### config.mk
export PLATFORM = sky130hd
export DESIGN_NAME = patch_extractor_gen
export DESIGN_NICKNAME = d
export VERILOG_FILES = /design/src/rtl/patch_extractor_gen.sv
export SDC_FILE = /design/constraint.sdc
export NUM_CORES = 2
export LEC_CHECK = 0
export BUFFER_PORTS_ARGS = -buffer_cell sky130_fd_sc_hd__buf_4
export CORE_AREA = 2 2 686 688
export CTS_CLUSTER_DIAMETER = 100
export DETAILED_ROUTE_END_ITERATION = 8
export DIE_AREA = 0 0 688 690
export PLACE_DENSITY_LB_ADDON = 0.08
export SLEW_MARGIN = 5
export SYNTH_ARGS = -nofsm -noshare
export SYNTH_HDL_FRONTEND = slang
export SYNTH_SLANG_ARGS = --single-unit
export TNS_END_PERCENT = 1
### constraint.sdc
create_clock -name clk -period 5.7 [get_ports clk]
set_clock_uncertainty 0.05 [all_clocks]
set_input_delay 1.425 -clock clk [delete_from_list [all_inputs] [get_ports clk]]
set_output_delay 1.425 -clock clk [all_outputs]
set_load 0.05 [all_outputs]
### src/rtl/patch_extractor_gen.sv
// Patch extractor: sweeps an image stored in a 128-bit-wide RAM and presents
// K x K patches (zero-padded at the borders) one at a time to a consumer,
// using a valid/ready handshake.
module patch_extractor_gen #(
  parameter int IMG_W      = 32,
  parameter int IMG_H      = 32,
  parameter int CHANNELS   = 1,
  parameter int K          = 7,
  parameter int MAX_K      = 7,
  parameter int STRIDE     = 4,
  parameter int PAD_TOP    = 1,
  parameter int PAD_BOTTOM = 2,
  parameter int PAD_LEFT   = 1,
  parameter int PAD_RIGHT  = 2,
  parameter int ADDR_W     = 16
) (
  input  logic                                 clk,
  input  logic                                 reset,
  input  logic                                 start,
  output logic                                 ram_re,
  output logic [ADDR_W-1:0]                    ram_addr,
  input  logic [31:0]                          ram_dout0,
  input  logic [31:0]                          ram_dout1,
  input  logic [31:0]                          ram_dout2,
  input  logic [31:0]                          ram_dout3,
  input  logic                                 ram_data_valid,
  output logic [MAX_K-1:0][MAX_K-1:0][31:0]    patch_data_out,
  output logic                                 patch_valid,
  input  logic                                 patch_ready,
  output logic [7:0]                           out_row,
  output logic [7:0]                           out_col,
  output logic                                 done
);

  localparam int OUT_W = (IMG_W + PAD_LEFT + PAD_RIGHT - K) / STRIDE + 1;
  localparam int OUT_H = (IMG_H + PAD_TOP + PAD_BOTTOM - K) / STRIDE + 1;
  localparam int IW    = (MAX_K > 1) ? $clog2(MAX_K) : 1;

  localparam logic [IW-1:0] K_LAST   = IW'(K - 1);
  localparam logic [7:0]    ROW_LAST = 8'(OUT_H - 1);
  localparam logic [7:0]    COL_LAST = 8'(OUT_W - 1);

  typedef enum logic [2:0] {IDLE, LOAD, CAPT, VALID, DONE} state_t;

  state_t state, state_nx;

  logic [7:0]    pr, pc;
  logic [IW-1:0] ei, ej;
  logic          elem_last, patch_last;

  logic signed [31:0] pix_r, pix_c, byte_s;
  logic [31:0]        byte_u;
  logic               is_pad;

  // Capture pipeline: describes the element issued in the previous cycle
  logic          cap_pend, cap_pad;
  logic [IW-1:0] cap_i, cap_j;
  logic [3:0]    cap_off;

  logic [127:0] rd_word, rd_shift;
  logic [31:0]  cap_elem;

  logic [MAX_K-1:0][MAX_K-1:0][31:0] patch_q;

  assign elem_last      = (ei == K_LAST) && (ej == K_LAST);
  assign patch_last     = (pr == ROW_LAST) && (pc == COL_LAST);
  assign patch_data_out = patch_q;
  assign out_row        = pr;
  assign out_col        = pc;

  // Pixel coordinate of the element being issued, padding test and byte address
  always_comb begin
    pix_r  = $signed({24'd0, pr}) * STRIDE - PAD_TOP  + $signed({{(32-IW){1'b0}}, ei});
    pix_c  = $signed({24'd0, pc}) * STRIDE - PAD_LEFT + $signed({{(32-IW){1'b0}}, ej});
    is_pad = (pix_r < 0) || (pix_r >= IMG_H) || (pix_c < 0) || (pix_c >= IMG_W);
    byte_s = (pix_r * IMG_W + pix_c) * CHANNELS;
    byte_u = $unsigned(byte_s);
  end

  // Assemble the element from the returned word: channel ch comes from word byte off+ch
  always_comb begin
    rd_word  = {ram_dout0, ram_dout1, ram_dout2, ram_dout3};
    rd_shift = '0;
    cap_elem = '0;
    for (int unsigned ch = 0; ch < CHANNELS; ch++) begin
      rd_shift = rd_word << (8 * (32'(cap_off) + ch));
      cap_elem[8*ch +: 8] = rd_shift[127:120];
    end
  end

  // State register
  always_ff @(posedge clk) begin
    if (reset) state <= IDLE;
    else       state <= state_nx;
  end

  // Next-state logic
  always_comb begin
    state_nx = state;
    case (state)
      IDLE, DONE: if (start)     state_nx = LOAD;
      LOAD:       if (elem_last) state_nx = CAPT;
      CAPT:                      state_nx = VALID;
      VALID:      if (patch_ready) state_nx = patch_last ? DONE : LOAD;
      default:                   state_nx = IDLE;
    endcase
  end

  // Outputs decoded from the current state
  always_comb begin
    ram_re      = (state == LOAD) && !is_pad;
    ram_addr    = ram_re ? ADDR_W'(byte_u >> 4) : '0;
    patch_valid = (state == VALID);
    done        = (state == DONE);
  end

  // Datapath: element/patch counters, read-capture pipeline and patch buffer
  always_ff @(posedge clk) begin
    if (reset) begin
      pr       <= '0;
      pc       <= '0;
      ei       <= '0;
      ej       <= '0;
      cap_pend <= 1'b0;
      cap_pad  <= 1'b0;
      cap_i    <= '0;
      cap_j    <= '0;
      cap_off  <= '0;
      patch_q  <= '0;
    end else begin
      cap_pend <= (state == LOAD);
      cap_pad  <= is_pad;
      cap_i    <= ei;
      cap_j    <= ej;
      cap_off  <= byte_u[3:0];

      // Padding is written unconditionally; real data only when the RAM says so
      if (cap_pend) begin
        if (cap_pad)             patch_q[cap_i][cap_j] <= '0;
        else if (ram_data_valid) patch_q[cap_i][cap_j] <= cap_elem;
      end

      case (state)
        IDLE, DONE: begin
          if (start) begin
            pr      <= '0;
            pc      <= '0;
            ei      <= '0;
            ej      <= '0;
            patch_q <= '0;
          end
        end
        LOAD: begin
          if (ej == K_LAST) begin
            ej <= '0;
            ei <= (ei == K_LAST) ? '0 : ei + 1'b1;
          end else begin
            ej <= ej + 1'b1;
          end
        end
        VALID: begin
          if (patch_ready && !patch_last) begin
            if (pc == COL_LAST) begin
              pc <= '0;
              pr <= pr + 8'd1;
            end else begin
              pc <= pc + 8'd1;
            end
          end
        end
        default: ;
      endcase
    end
  end

endmodule

Word level (Yosys, flattened, before mapping):

Index checks and enable logic that the tools add are counted.

* $add $sub $neg: 9
* order comparisons: 8
* equality and inequality tests: 14
* shifts and indexed selects: 1
* multiplexer cells: 29
* bitwise logic cells: 2
* reductions and logical operators: 20

Operators by type and width (number)
* $mux 1568: 5
* $and 1568x1568->1568: 1
* $bwmux 1568: 1
* $not 1568->1568: 1
* $demux 224 s3: 1
* $mux 224: 1
* $shl 128x7->128: 1
* $demux 32 s3: 1
* $mux 8: 5
* $mux 32: 1
* $pmux 8 s2: 2
* $add 11x4->12: 2
* $ge 12x7->1 const B: 2
* $lt 12x1->1 const B: 2
* $mux 3: 8
* $sub 10x1->11 const B: 2
* $add 17x12->18: 1
* $add 8x1->8 const B: 2
* $eq 8x3->1 const B: 2
* $mux 16: 1
* $pmux 3 s2: 2
* $pmux 3 s4: 1
* $eq 3x3->1 const B: 3
* $reduce_and 3->1: 3
* 15 further kinds: 32

* bits in registers: 1605
* input bits: 133
* word-level logic and storage cells: 142

Longest topological paths before layout:

* depth in word-level cells: 12
* gate-level depth with buffers: 17
* mapped depth without buffers: 16

Worst setup path after synthesis:

No wires, ideal clock.

* path kind: reg-to-output
* start: reg pc[0], in the netlist out_col[0]
* end: out ram_addr[14]
* data arrival time: 5080 ps
* path slack: -855 ps
* stages on the path, launching flop included: 14
* buffers on the path: 2
* cells stage by stage: dfxtp_1 inv_1 ha_1 clkbuf_1 nand2b_1 a221oi_1 o211ai_1 o21bai_1 inv_1 ha_1 nor2b_1 o21ai_0 nor4_1 buf_4

* word-level cells in the longest chain between the ends: 8
* elaborated cells on any way between the ends: 10

Ends and longest elaborated chain
* start, declared: RTL line 47 `logic [7:0] pr, pc;`
* start signal, assigned: RTL line 167 `pc <= pc + 8'd1;`
* $sub 10x1->11 *: RTL line 74 `pix_c = $signed({24'd0, pc}) * STRIDE - PAD_LEFT + $signed({{(32-IW){1'b0}}, ej});`
* $add 11x4->12 *: RTL line 74
* $lt 12x1->1: RTL line 75 `is_pad = (pix_r < 0) || (pix_r >= IMG_H) || (pix_c < 0) || (pix_c >= IMG_W);`
* $logic_or 1x1->1 (2 in a row): RTL line 75
* $logic_not 1->1: RTL line 111 `ram_re = (state == LOAD) && !is_pad;`
* $logic_and 1x1->1: RTL line 111
* $mux 16 *: RTL line 112 `ram_addr = ram_re ? ADDR_W'(byte_u >> 4) : '0;`
* end, declared: RTL line 21 `output logic [ADDR_W-1:0] ram_addr,`

Mark *: on every way between the ends. The rest lies on a longest branch, timed or not.

Final worst setup path:

* start: reg pc[0], in the netlist out_col[0]
* end: out ram_addr[12]

The elaborated chain is that of the path after synthesis.

==> metrics.txt <==
status finished, violations left; violated checks negative setup slack; full die area 474700 um^2; final worst path period share 104.6%; grt ovf 0; critical path type reg2out; core area 466700 um^2; Worst-path clk slew 0.06 ns; IO Pins 1736; met2 WL 154100 um; CP max FO 4; max_slew headroom 20.76%; final RePlAce weighted congestion 0.7549; Top FF cell, synth dfxtp_1; net count after synthesis 4565; Final Hold Viols 0; CP delay by family, top compound AO/OA/AOI/OAI gates; post-synthesis cell count 4406; Max stage delay on crit path 0.35 ns; Mapped Area 49010 um^2; maximum VDD drop 0.0002384 V; Worst-Margin Slew 1.189 ns; hold_ws 0.4057 ns; Post-synth EDFFs 0; First-pass DRT Iterations 7; Yosys reg bits 1605; vias 37690; post-layout util 16.65%; syn avg cell area 11.12 um^2; CTS Buf Count 219; minimum clock period 5.961 ns; CP required 4.22 ns; Crit path top cell by count ha_4; post-route cell area 77690 um^2; startpoint class of the critical path flip-flop; hpwl dp 229100 um; FP Rows 251; met3 routed WL 27560 um; max-slew violations 0; FF/Latch Area 32140 um^2; Worst setup EP type output port; clk sink count 1605; initial antenna violation count 43; Routed WL 298700 um; Post-CTS Hold Fix Bufs 0; vias in the first global route 38510; area occupied by multi-input gates 16440 um^2; gr usage total 12.10%; clk buf depth 4; Critical-path top delay cell dfxtp_2; CTS tree done; Port Buffers 1735; Yosys cell types 68; Area Growth Syn to Fin 58.53%; vias per inst 2.988; most frequent cells in the layout 1847 x buf_4, 1598 x dfxtp_1, 1182 x and2_1; max_cap viols 0; Final Non-Filler Cells 12610; LEAKAGE 0.03216 uW; layout filler cell count 51940; Initial Utilization 10.50%; final net count 6396; Hold/Removal Path Class reg2reg; highest routed layer met5; Clk Latency, worst-skew pair 0.87 ns; dpl cells 12200; worst endpoint data arrival time 4.49 ns; WL met1 111700 um; initial DRC count 1864; pre-CTS setup slack 0.2405 ns; Bufs and invs on worst path 2; pin count of the biggest net entering global routing 53; Final Setup Violations 4; cells along the critical path inv_4 > ha_4 > nor2b_4 > o21a_1 > o211a_1 > or3_4 > and2_4 > ha_4 > a21oi_4 > o211ai_1 > nor4_1 > nor3_1 > a21o_1 > a21oi_2 > a211o_1 > a31oi_2 > buf_6; register area share after synthesis 65.56%; layout cells sized above 1 36.96%; YS warnings 0; Post-DP Area 70030 um^2; first-pass GRT wire length 388700 um; final worst slack -0.2609 ns; most common cell after layout, fill and taps aside buf_4; PwrDens 340.5 nW/um^2; Die W 688 um; chip height 690 um; CTS H-tree depth 4; Max Freq 167.8 MHz; asr flop ratio synth 0%; CTS Root Cell clkbuf_16; RSZ-0062 raised after global routing yes; antenna-violating nets left 0; # DRC 0; DR WL/cell 23.69 um
-- cells by family after synthesis --
kind of cell | after synthesis | share of synthesized area [%]
compound gates | 530 | 7.754
xor+xnor | 41 | 0.7608
fa+ha+maj | 26 | 0.6791
buf+inv | 263 | 2.078
flops | 1605 | 65.56
mux | 41 | 1.861
simple gates | 1900 | 21.31
-- metrics by stage --
step                power, uW  TNS, ns
global placement        12600        0
detailed placement      12600        0
finish                  26450  -0.6237
floorplan               11990  -0.3848
CTS                     27240   -2.510
global route            27720   -3.899
-- metal layers --
| metal | vias up | global-route usage (%) |
|---|---|---|
| li1 | 18290 | - |
| met1 | 17830 | 12.91 |
| met2 | 1236 | 22.30 |
| met3 | 315 | 4.966 |
| met4 | 18 | 2.169 |
| met5 | - | 0 |
-- state kept, by name, indices dropped and copies added (netlist names), 3 cells and up --
signal          count
patch_data_out   1568
out_row             8
cap_j               3
cap_off             4
cap_i               3
out_col             8
ej                  3
ei                  3
state               3
-- what timing repair did --
item,4_1_cts,5_1_grt
gates resized for setup,51,8
cloned,0,0
pin swaps,26,8
endpoints found under the setup margin,17,17
setup buffers,10,2
-- cell usage after synthesis, types with 8 or more instances --
cell type  instances  area share [%]
nand3b_1           8            0.12
buf_1             16            0.12
nand2b_1           8            0.10
mux4_2            40             1.8
nor3_1            20            0.20
a22oi_1          397             6.1
nand2_1           85            0.65
nor2_1           506             3.9
xor2_1            11            0.20
clkbuf_1         218             1.7
ha_1              25            0.64
o211ai_1           8            0.12
inv_1             18            0.14
xnor2_1           29            0.52
o21ai_0           18            0.18
nor2b_1           15            0.19
and2_1          1191              15
nand3_1            9           0.092
a21oi_1           70            0.71
dfxtp_1         1605              66
or3_1              9            0.11
-- layout make-up --
type	instances	share of cell area, %
flip-flops and latches	1605	41.37
multi-input cells	2538	21.16
repair buffers	1854	17.98
well taps	6198	9.981
clock buffers	325	8.355
clock inverters	61	1.015
inverters	19	0.09501
diodes	13	0.04187
-- worst reg2reg max path, stage by stage (launching register included) --
cell and delay [ns]:
dfxtp_2 0.64, buf_4 0.42, mux4_2 0.62, mux4_2 0.55, and2_4 0.38, buf_4 0.53, a22oi_1 0.33, nor2_1 0.06
-- final timing paths --
check / from / end / slack, ns / cells after the start
min: patch_data_out[1293] / patch_data_out[1293] / 0.41 / 1
max reg2reg: cap_off[0] / patch_data_out[1538] / 2.02 / 7
min reg2reg: patch_data_out[1293] / patch_data_out[1293] / 0.41 / 1
max: out_col[0] / ram_addr[12] / -0.26 / 17
-- power breakdown --
group,internal [uW],total (uW),switching [uW],leakage (uW)
logic,361,1100,734,0.0156
registers,11200,11300,33.3,0.0129
clock network,8420,14100,5670,0.00359
(Power assumes the default switching activity.)
